$ cat src/rtl/gpio_in_filter.sv
// ---------------------------------------------------------------------------
// gpio_in_filter
//
// Debounces a bank of asynchronous GPIO input pins and captures selected
// edges of the debounced levels as sticky, individually clearable flags.
//
// Each pin goes through a two-flop synchronizer (r_s1 -> r_s2). A per-pin
// counter then measures how long r_s2 has disagreed with the debounced
// level. Once that disagreement has lasted beyond the pin's selected
// threshold, the debounced level follows the pin.
//
// After reset a small sequencer runs INIT (2 cycles) -> LOAD (1 cycle) -> RUN.
// LOAD copies the synchronized pins straight into filt_data, so pins that are
// already high when the block comes out of reset do not report an edge.
//
// Ports
//   clk          : single clock, rising edge
//   reset        : synchronous, active-high reset
//   pin_in       : raw pin levels, asynchronous to clk
//   filt_sel     : per-pin threshold select (1 = slow_thresh, 0 = fast_thresh)
//   slow_thresh  : slow debounce threshold
//   fast_thresh  : fast debounce threshold
//   rise_en      : per-pin capture enable for debounced 0->1 transitions
//   fall_en      : per-pin capture enable for debounced 1->0 transitions
//   clr_strobe   : clear request qualifier for clr_mask
//   clr_mask     : edge_status bits to clear when clr_strobe is high
//   filt_data    : debounced pin levels
//   edge_status  : sticky edge-captured flags
//   irq          : OR of all edge_status bits
//   ready        : high only while the sequencer is in RUN
//   dbg_state    : current sequencer state (INIT=0, LOAD=1, RUN=2)
// ---------------------------------------------------------------------------
module gpio_in_filter #(
   parameter int IOWidth   = 36,
   parameter int FiltWidth = 8
) (
   input  logic                 clk,
   input  logic                 reset,
   input  logic [IOWidth-1:0]   pin_in,
   input  logic [IOWidth-1:0]   filt_sel,
   input  logic [FiltWidth-1:0] slow_thresh,
   input  logic [FiltWidth-1:0] fast_thresh,
   input  logic [IOWidth-1:0]   rise_en,
   input  logic [IOWidth-1:0]   fall_en,
   input  logic                 clr_strobe,
   input  logic [IOWidth-1:0]   clr_mask,
   output logic [IOWidth-1:0]   filt_data,
   output logic [IOWidth-1:0]   edge_status,
   output logic                 irq,
   output logic                 ready,
   output logic [1:0]           dbg_state
);

   localparam logic [1:0] ST_INIT = 2'd0;
   localparam logic [1:0] ST_LOAD = 2'd1;
   localparam logic [1:0] ST_RUN  = 2'd2;

   localparam logic [FiltWidth-1:0] CntOne = FiltWidth'(1);

   logic [1:0]         r_state;
   logic               r_init_cnt;
   logic [IOWidth-1:0] r_s1;
   logic [IOWidth-1:0] r_s2;
   logic [IOWidth-1:0] r_filt;
   logic [IOWidth-1:0] r_status;

   logic               w_run;
   logic               w_load;
   logic [IOWidth-1:0] w_take;
   logic [IOWidth-1:0] w_filt_nxt;
   logic [IOWidth-1:0] w_set;
   logic [IOWidth-1:0] w_clr;

   assign w_run  = (r_state == ST_RUN);
   assign w_load = (r_state == ST_LOAD);

   // ------------------------------------------------------------------
   // Sequencer: INIT for two cycles after reset releases, LOAD for one,
   // then RUN until the next reset.
   // ------------------------------------------------------------------
   always_ff @(posedge clk) begin
      if (reset) begin
         r_state    <= ST_INIT;
         r_init_cnt <= 1'b0;
      end else begin
         case (r_state)
            ST_INIT: begin
               if (r_init_cnt) begin
                  r_state <= ST_LOAD;
               end
               r_init_cnt <= 1'b1;
            end
            ST_LOAD: r_state <= ST_RUN;
            ST_RUN:  r_state <= ST_RUN;
            default: r_state <= ST_INIT;
         endcase
      end
   end

   // Two-flop synchronizer in front of everything else.
   always_ff @(posedge clk) begin
      if (reset) begin
         r_s1 <= '0;
         r_s2 <= '0;
      end else begin
         r_s1 <= pin_in;
         r_s2 <= r_s1;
      end
   end

   // ------------------------------------------------------------------
   // Per-pin debounce counters. The counter holds the number of cycles
   // r_s2 has already disagreed with filt_data; '>=' lets a threshold
   // lowered mid-count take effect on the very next edge.
   // ------------------------------------------------------------------
   for (genvar g = 0; g < IOWidth; g++) begin : g_pin
      logic [FiltWidth-1:0] r_cnt;
      logic [FiltWidth-1:0] w_thr;
      logic                 w_diff;

      assign w_thr     = filt_sel[g] ? slow_thresh : fast_thresh;
      assign w_diff    = r_s2[g] ^ r_filt[g];
      assign w_take[g] = w_run & w_diff & (r_cnt >= w_thr);

      always_ff @(posedge clk) begin
         if (reset || w_load) begin
            r_cnt <= '0;
         end else if (w_run) begin
            if (!w_diff || w_take[g]) begin
               r_cnt <= '0;
            end else if (r_cnt != '1) begin
               // Saturate rather than wrap.
               r_cnt <= r_cnt + CntOne;
            end
         end
      end
   end

   assign w_filt_nxt = r_filt ^ w_take;
   assign w_set      = w_take & ((w_filt_nxt & rise_en) | (~w_filt_nxt & fall_en));
   assign w_clr      = clr_mask & {IOWidth{clr_strobe}};

   always_ff @(posedge clk) begin
      if (reset) begin
         r_filt <= '0;
      end else if (w_load) begin
         r_filt <= r_s2;
      end else if (w_run) begin
         r_filt <= w_filt_nxt;
      end
   end

   // A set on the same cycle as a clear wins.
   always_ff @(posedge clk) begin
      if (reset) begin
         r_status <= '0;
      end else begin
         r_status <= w_set | (r_status & ~w_clr);
      end
   end

   assign filt_data   = r_filt;
   assign edge_status = r_status;
   assign irq         = |r_status;
   assign ready       = w_run;
   assign dbg_state   = r_state;

endmodule
$ cat config.mk
export PLATFORM = sky130hd
export DESIGN_NAME = gpio_in_filter
export DESIGN_NICKNAME = d
export VERILOG_FILES = /design/src/rtl/gpio_in_filter.sv
export SDC_FILE = /design/constraint.sdc
export NUM_CORES = 1
export LEC_CHECK = 0
export CORE_UTILIZATION = 25
export CTS_BUF_LIST = sky130_fd_sc_hd__clkbuf_8 sky130_fd_sc_hd__clkbuf_16
export DETAILED_ROUTE_END_ITERATION = 7
export PLACE_DENSITY = 0.47
export SETUP_SLACK_MARGIN = 0.05
export SLEW_MARGIN = 20
export SYNTH_ARGS = -nofsm -noshare
export SYNTH_HDL_FRONTEND = slang
export SYNTH_SLANG_ARGS = --single-unit
$ cat constraint.sdc
create_clock -name clk -period 9.4 [get_ports clk]
set_clock_uncertainty 0.2 [all_clocks]
set_input_delay 1.88 -clock clk [delete_from_list [all_inputs] [get_ports clk]]
set_output_delay 1.88 -clock clk [all_outputs]
set_load 0.05 [all_outputs]
==> flow_summary.rst <==
.. list-table::
   :header-rows: 1

   * - Metric
     - Value
   * - Unrepaired setup endpoints after global routing
     - false
   * - Worst min path class
     - reg2reg
   * - Number of buffers created by CTS
     - between 50 and 60
   * - Maximum net fanout on the critical path
     - 3
   * - Setup-violating endpoint count in the final report
     - 0
   * - Tcrit/Tclk final
     - between 50 and 60%
   * - Leakage Power
     - approximately 16 nW
   * - Run status
     - finished, final reports clean
   * - Net Sw Power
     - approximately 0.0025 W
   * - DRT iter0 DRCs
     - around 2,100
   * - Share of post-route cells with drive strength above 1
     - under 10%
   * - Vias in the first global route
     - 28,300
   * - Met3 wirelength from detailed routing
     - about 7.5 mm
   * - Worst endpoint required time
     - 7.32 ns
   * - Path type of the worst setup path
     - reg2out
   * - Buffer depth of the longest clock path
     - 3
   * - Initial cell density of the core
     - around a quarter
   * - Routed metal-1 wire length
     - between 50 and 60 mm
   * - Filler cell count
     - about 13,000
   * - Fin Setup TNS
     - 0 ns
   * - I/O pin total
     - 275
   * - Detailed placement HPWL
     - just over 80 mm
   * - Net count after synthesis
     - around 4,400
   * - FF+latch count, synth
     - 435
   * - Sequential cell area fraction in the yosys report
     - 27.2%
   * - Core Rows
     - approximately 130
   * - Transition at the pin with the smallest max-transition slack
     - 1.07 ns
   * - Antenna violations before repair
     - 9
   * - Switching share of power
     - 37.1%
   * - Die W
     - 360 um
   * - Sequential share of power
     - 30.2%
   * - Routed length on met2
     - roughly 54 mm
   * - DRC
     - 0
   * - Number of nets in the layout
     - about 4,600
   * - Clock tree from TritonCTS
     - yes
   * - Kind of launch point of the worst setup path
     - flop
   * - Distinct cells, synth
     - 76
   * - Standard cell area after detailed placement
     - 0.0365 mm2
   * - Insertion delay to the later sink of the worst-skew pair
     - 0.67 ns
   * - Final cell area excluding filler cells
     - 0.0387 mm2
   * - Global router's overall resource usage
     - between 10% and 20%
   * - Vias after detailed routing
     - just over 30,000
   * - Arrival time at the worst endpoint
     - between 3 and 4 ns
   * - Prevailing post-synth register cell
     - sky130_fd_sc_hd__dfxtp_1
   * - Area share of the leading cell type in the synthesized netlist
     - 27.2%
   * - Achievable Freq
     - approximately 0.18 GHz
   * - Shortest period the worst path allows
     - 5.57 ns
   * - Hold buffer count at cts
     - 0
   * - Clock slew seen by the registers of the worst setup and hold paths
     - approximately 0.060 ns
   * - Core area
     - about 0.13 mm2
   * - CTS H-Tree Depth
     - 2
   * - Number of pins with negative max-slew slack in the final report
     - 0
   * - Worst relative slew slack
     - between 20 and 30%
   * - Post-Synthesis Mean Instance Area
     - 8.28 um2
   * - Average detailed-routed wire length per instance
     - 21.5 um
   * - Reg-to-reg setup timing slack
     - approximately 4.7 ns
   * - Post-synth EDFFs
     - 0
   * - Synth area leader
     - sky130_fd_sc_hd__dfxtp_1
   * - Combinational share of power
     - about 31%
   * - Main area contributors after synthesis
     - sky130_fd_sc_hd__dfxtp_1 27%, sky130_fd_sc_hd__ha_1 13%, sky130_fd_sc_hd__mux2i_1 9.3%
   * - Cell area power density
     - ~170 mW/mm2
   * - Final Hold Vio Count
     - 0
   * - Signed area change from the synthesized netlist to the final layout
     - 20.6%
   * - Yosys warnings
     - 0
   * - Leftover overflow at the end of global routing
     - 0
   * - Post-Route WL
     - approximately 120 mm
   * - Pre-antenna DRT Iters
     - 5
   * - Power Internal
     - 0.00418 W
   * - Post-CTS setup buffer count
     - 0
   * - Worst vdd rail ir drop
     - around 0.17 mV
   * - Vias per inst
     - roughly 5.3
   * - CTS Root Buffer Type
     - sky130_fd_sc_hd__clkbuf_16
   * - Relative contribution of the clock network to total power
     - roughly 39%
   * - Post-CTS sizing
     - 0
   * - Uppermost metal layer occupied by signal nets
     - met5
   * - Clock tree sinks
     - roughly 440
   * - First-pass GRT wire length
     - between 150 and 200 mm
   * - Number of max-cap violations
     - 0
   * - Final antenna-violating net count
     - 0
   * - Pin count of the biggest net entering global routing
     - 171
   * - Post-synthesis cell count
     - ~3,900
   * - Ys async rst share
     - 0%
   * - Floorplan die height
     - 360 um
   * - CP Capture Type
     - output pin
   * - Syn Std Cell Area
     - 0.0321 mm2
   * - Number of I/O port buffers
     - about 270
   * - Die Footprint
     - 0.130 mm2
   * - Total Power Consumption
     - around 0.0066 W
   * - GP Congestion
     - 0.840
Yosys cell counts, types with 33 or more instances:
| master | n |
|---|---|
| sky130_fd_sc_hd__nand3_1 | 314 |
| sky130_fd_sc_hd__nand2_1 | 334 |
| sky130_fd_sc_hd__nor2_1 | 197 |
| sky130_fd_sc_hd__xnor2_1 | 44 |
| sky130_fd_sc_hd__a31oi_1 | 48 |
| sky130_fd_sc_hd__o211ai_1 | 79 |
| sky130_fd_sc_hd__nand2b_1 | 43 |
| sky130_fd_sc_hd__mux2i_1 | 298 |
| sky130_fd_sc_hd__nor2b_1 | 78 |
| sky130_fd_sc_hd__ha_1 | 328 |
| sky130_fd_sc_hd__or4_1 | 39 |
| sky130_fd_sc_hd__nor3_1 | 106 |
| sky130_fd_sc_hd__dfxtp_1 | 435 |
| sky130_fd_sc_hd__o21ai_0 | 169 |
| sky130_fd_sc_hd__nand4_1 | 53 |
| sky130_fd_sc_hd__a21o_1 | 72 |
| sky130_fd_sc_hd__mux2_2 | 37 |
| sky130_fd_sc_hd__a2111oi_0 | 45 |
| sky130_fd_sc_hd__a21oi_1 | 173 |
| sky130_fd_sc_hd__inv_1 | 151 |
| sky130_fd_sc_hd__clkbuf_1 | 171 |
| sky130_fd_sc_hd__nor4_1 | 35 |
| sky130_fd_sc_hd__nand3b_1 | 45 |
| sky130_fd_sc_hd__or3_1 | 91 |
| sky130_fd_sc_hd__and3_1 | 33 |
kinds of logic after synthesis:
| family | count (synthesis) | synth area share (%) |
|---|---|---|
| compound gates | 914 | 20.5 |
| fa+ha+maj | 328 | 12.8 |
| simple gates | 1451 | 23.1 |
| mux | 335 | 10.6 |
| xor+xnor | 67 | 1.83 |
| buf+inv | 344 | 4.05 |
| flops | 435 | 27.2 |
layout by cell type, fill, tap and decap left out, types with 158 or more instances in the layout:
master                            instances
sky130_fd_sc_hd__dfxtp_1                435
sky130_fd_sc_hd__nand2_1                333
sky130_fd_sc_hd__ha_1                   326
sky130_fd_sc_hd__nand3_1                314
sky130_fd_sc_hd__mux2i_1                298
sky130_fd_sc_hd__clkdlybuf4s50_1        256
sky130_fd_sc_hd__nor2_1                 196
sky130_fd_sc_hd__a21oi_1                173
sky130_fd_sc_hd__o21ai_0                168
sky130_fd_sc_hd__inv_1                  158
layer usage:
layer | GRT usage, % | vias up
li1 | - | 15000
met1 | 26.1 | 14700
met2 | 28.8 | 802
met3 | 3.05 | 155
met4 | 4.37 | 8
met5 | 0 | -
through the flow:
| step | hold slack [ns] | setup WS, ns | util, % | instances |
|---|---|---|---|---|
| final | 0.234 | 3.83 | 30.4 | 5771 |
| after global routing | 0.250 | 3.52 | 30.4 | 5770 |
| after CTS | 0.238 | 3.67 | 30.4 | 5768 |
| after detailed placement | 0.224 | 3.74 | 28.6 | 5657 |
| after global placement | 0.219 | 3.75 | 28.6 | 5654 |
| after floorplan | 0.214 | 4.60 | - | 3874 |
worst max-delay path, cell delays in order, from the launching register on:
cell	delay, ns
sky130_fd_sc_hd__dfxtp_1	0.43
sky130_fd_sc_hd__nor4_1	0.94
sky130_fd_sc_hd__nand2_1	0.15
sky130_fd_sc_hd__nor2_1	0.39
sky130_fd_sc_hd__nand4_1	0.14
sky130_fd_sc_hd__clkdlybuf4s50_1	0.75
path summary, 6_finish.rpt:
check / start / depth (start not counted) / to
min reg2reg: r_s1[25]$_SDFF_PP0_ / 1 / r_s2[25]$_SDFF_PP0_
max: edge_status[24]$_SDFF_PP0_ / 5 / irq
min: r_s1[25]$_SDFF_PP0_ / 1 / r_s2[25]$_SDFF_PP0_
max reg2reg: dbg_state[0]$_SDFFE_PP0P_ / 10 / g_pin[6].r_cnt[2]$_SDFFE_PP0P_
cell type report:
cell class              instances  area [um2]  share of cell area (%)
multi-input cells            3095       22100                    57.2
flip-flops and latches        435        8710                    22.5
repair buffers                312        2980                    7.69
well taps                    1662        2080                    5.38
clock buffers                  74        1690                    4.38
inverters                     153         576                    1.49
clock inverters                37         510                    1.32
diodes                          3        7.51                  0.0194
power by group through the flow:
stage	clock [W]	combinational [W]	sequential, W
6_report	0.00259	0.00204	0.00200
3_3_place_gp	0	0.00204	0.00204
5_1_grt	0.00275	0.00221	0.00201
4_1_cts	0.00268	0.00205	0.00200
3_5_place_dp	0	0.00204	0.00204
2_1_floorplan	0	0.00126	0.00204
flip-flops by register name (all words and copies together) (netlist names):
register,flops
r_s2,36
edge_status,36
g_pin.r_cnt,288
filt_data,36
r_init_cnt,1
dbg_state,2
r_s1,36
(Power assumes the default switching activity.)
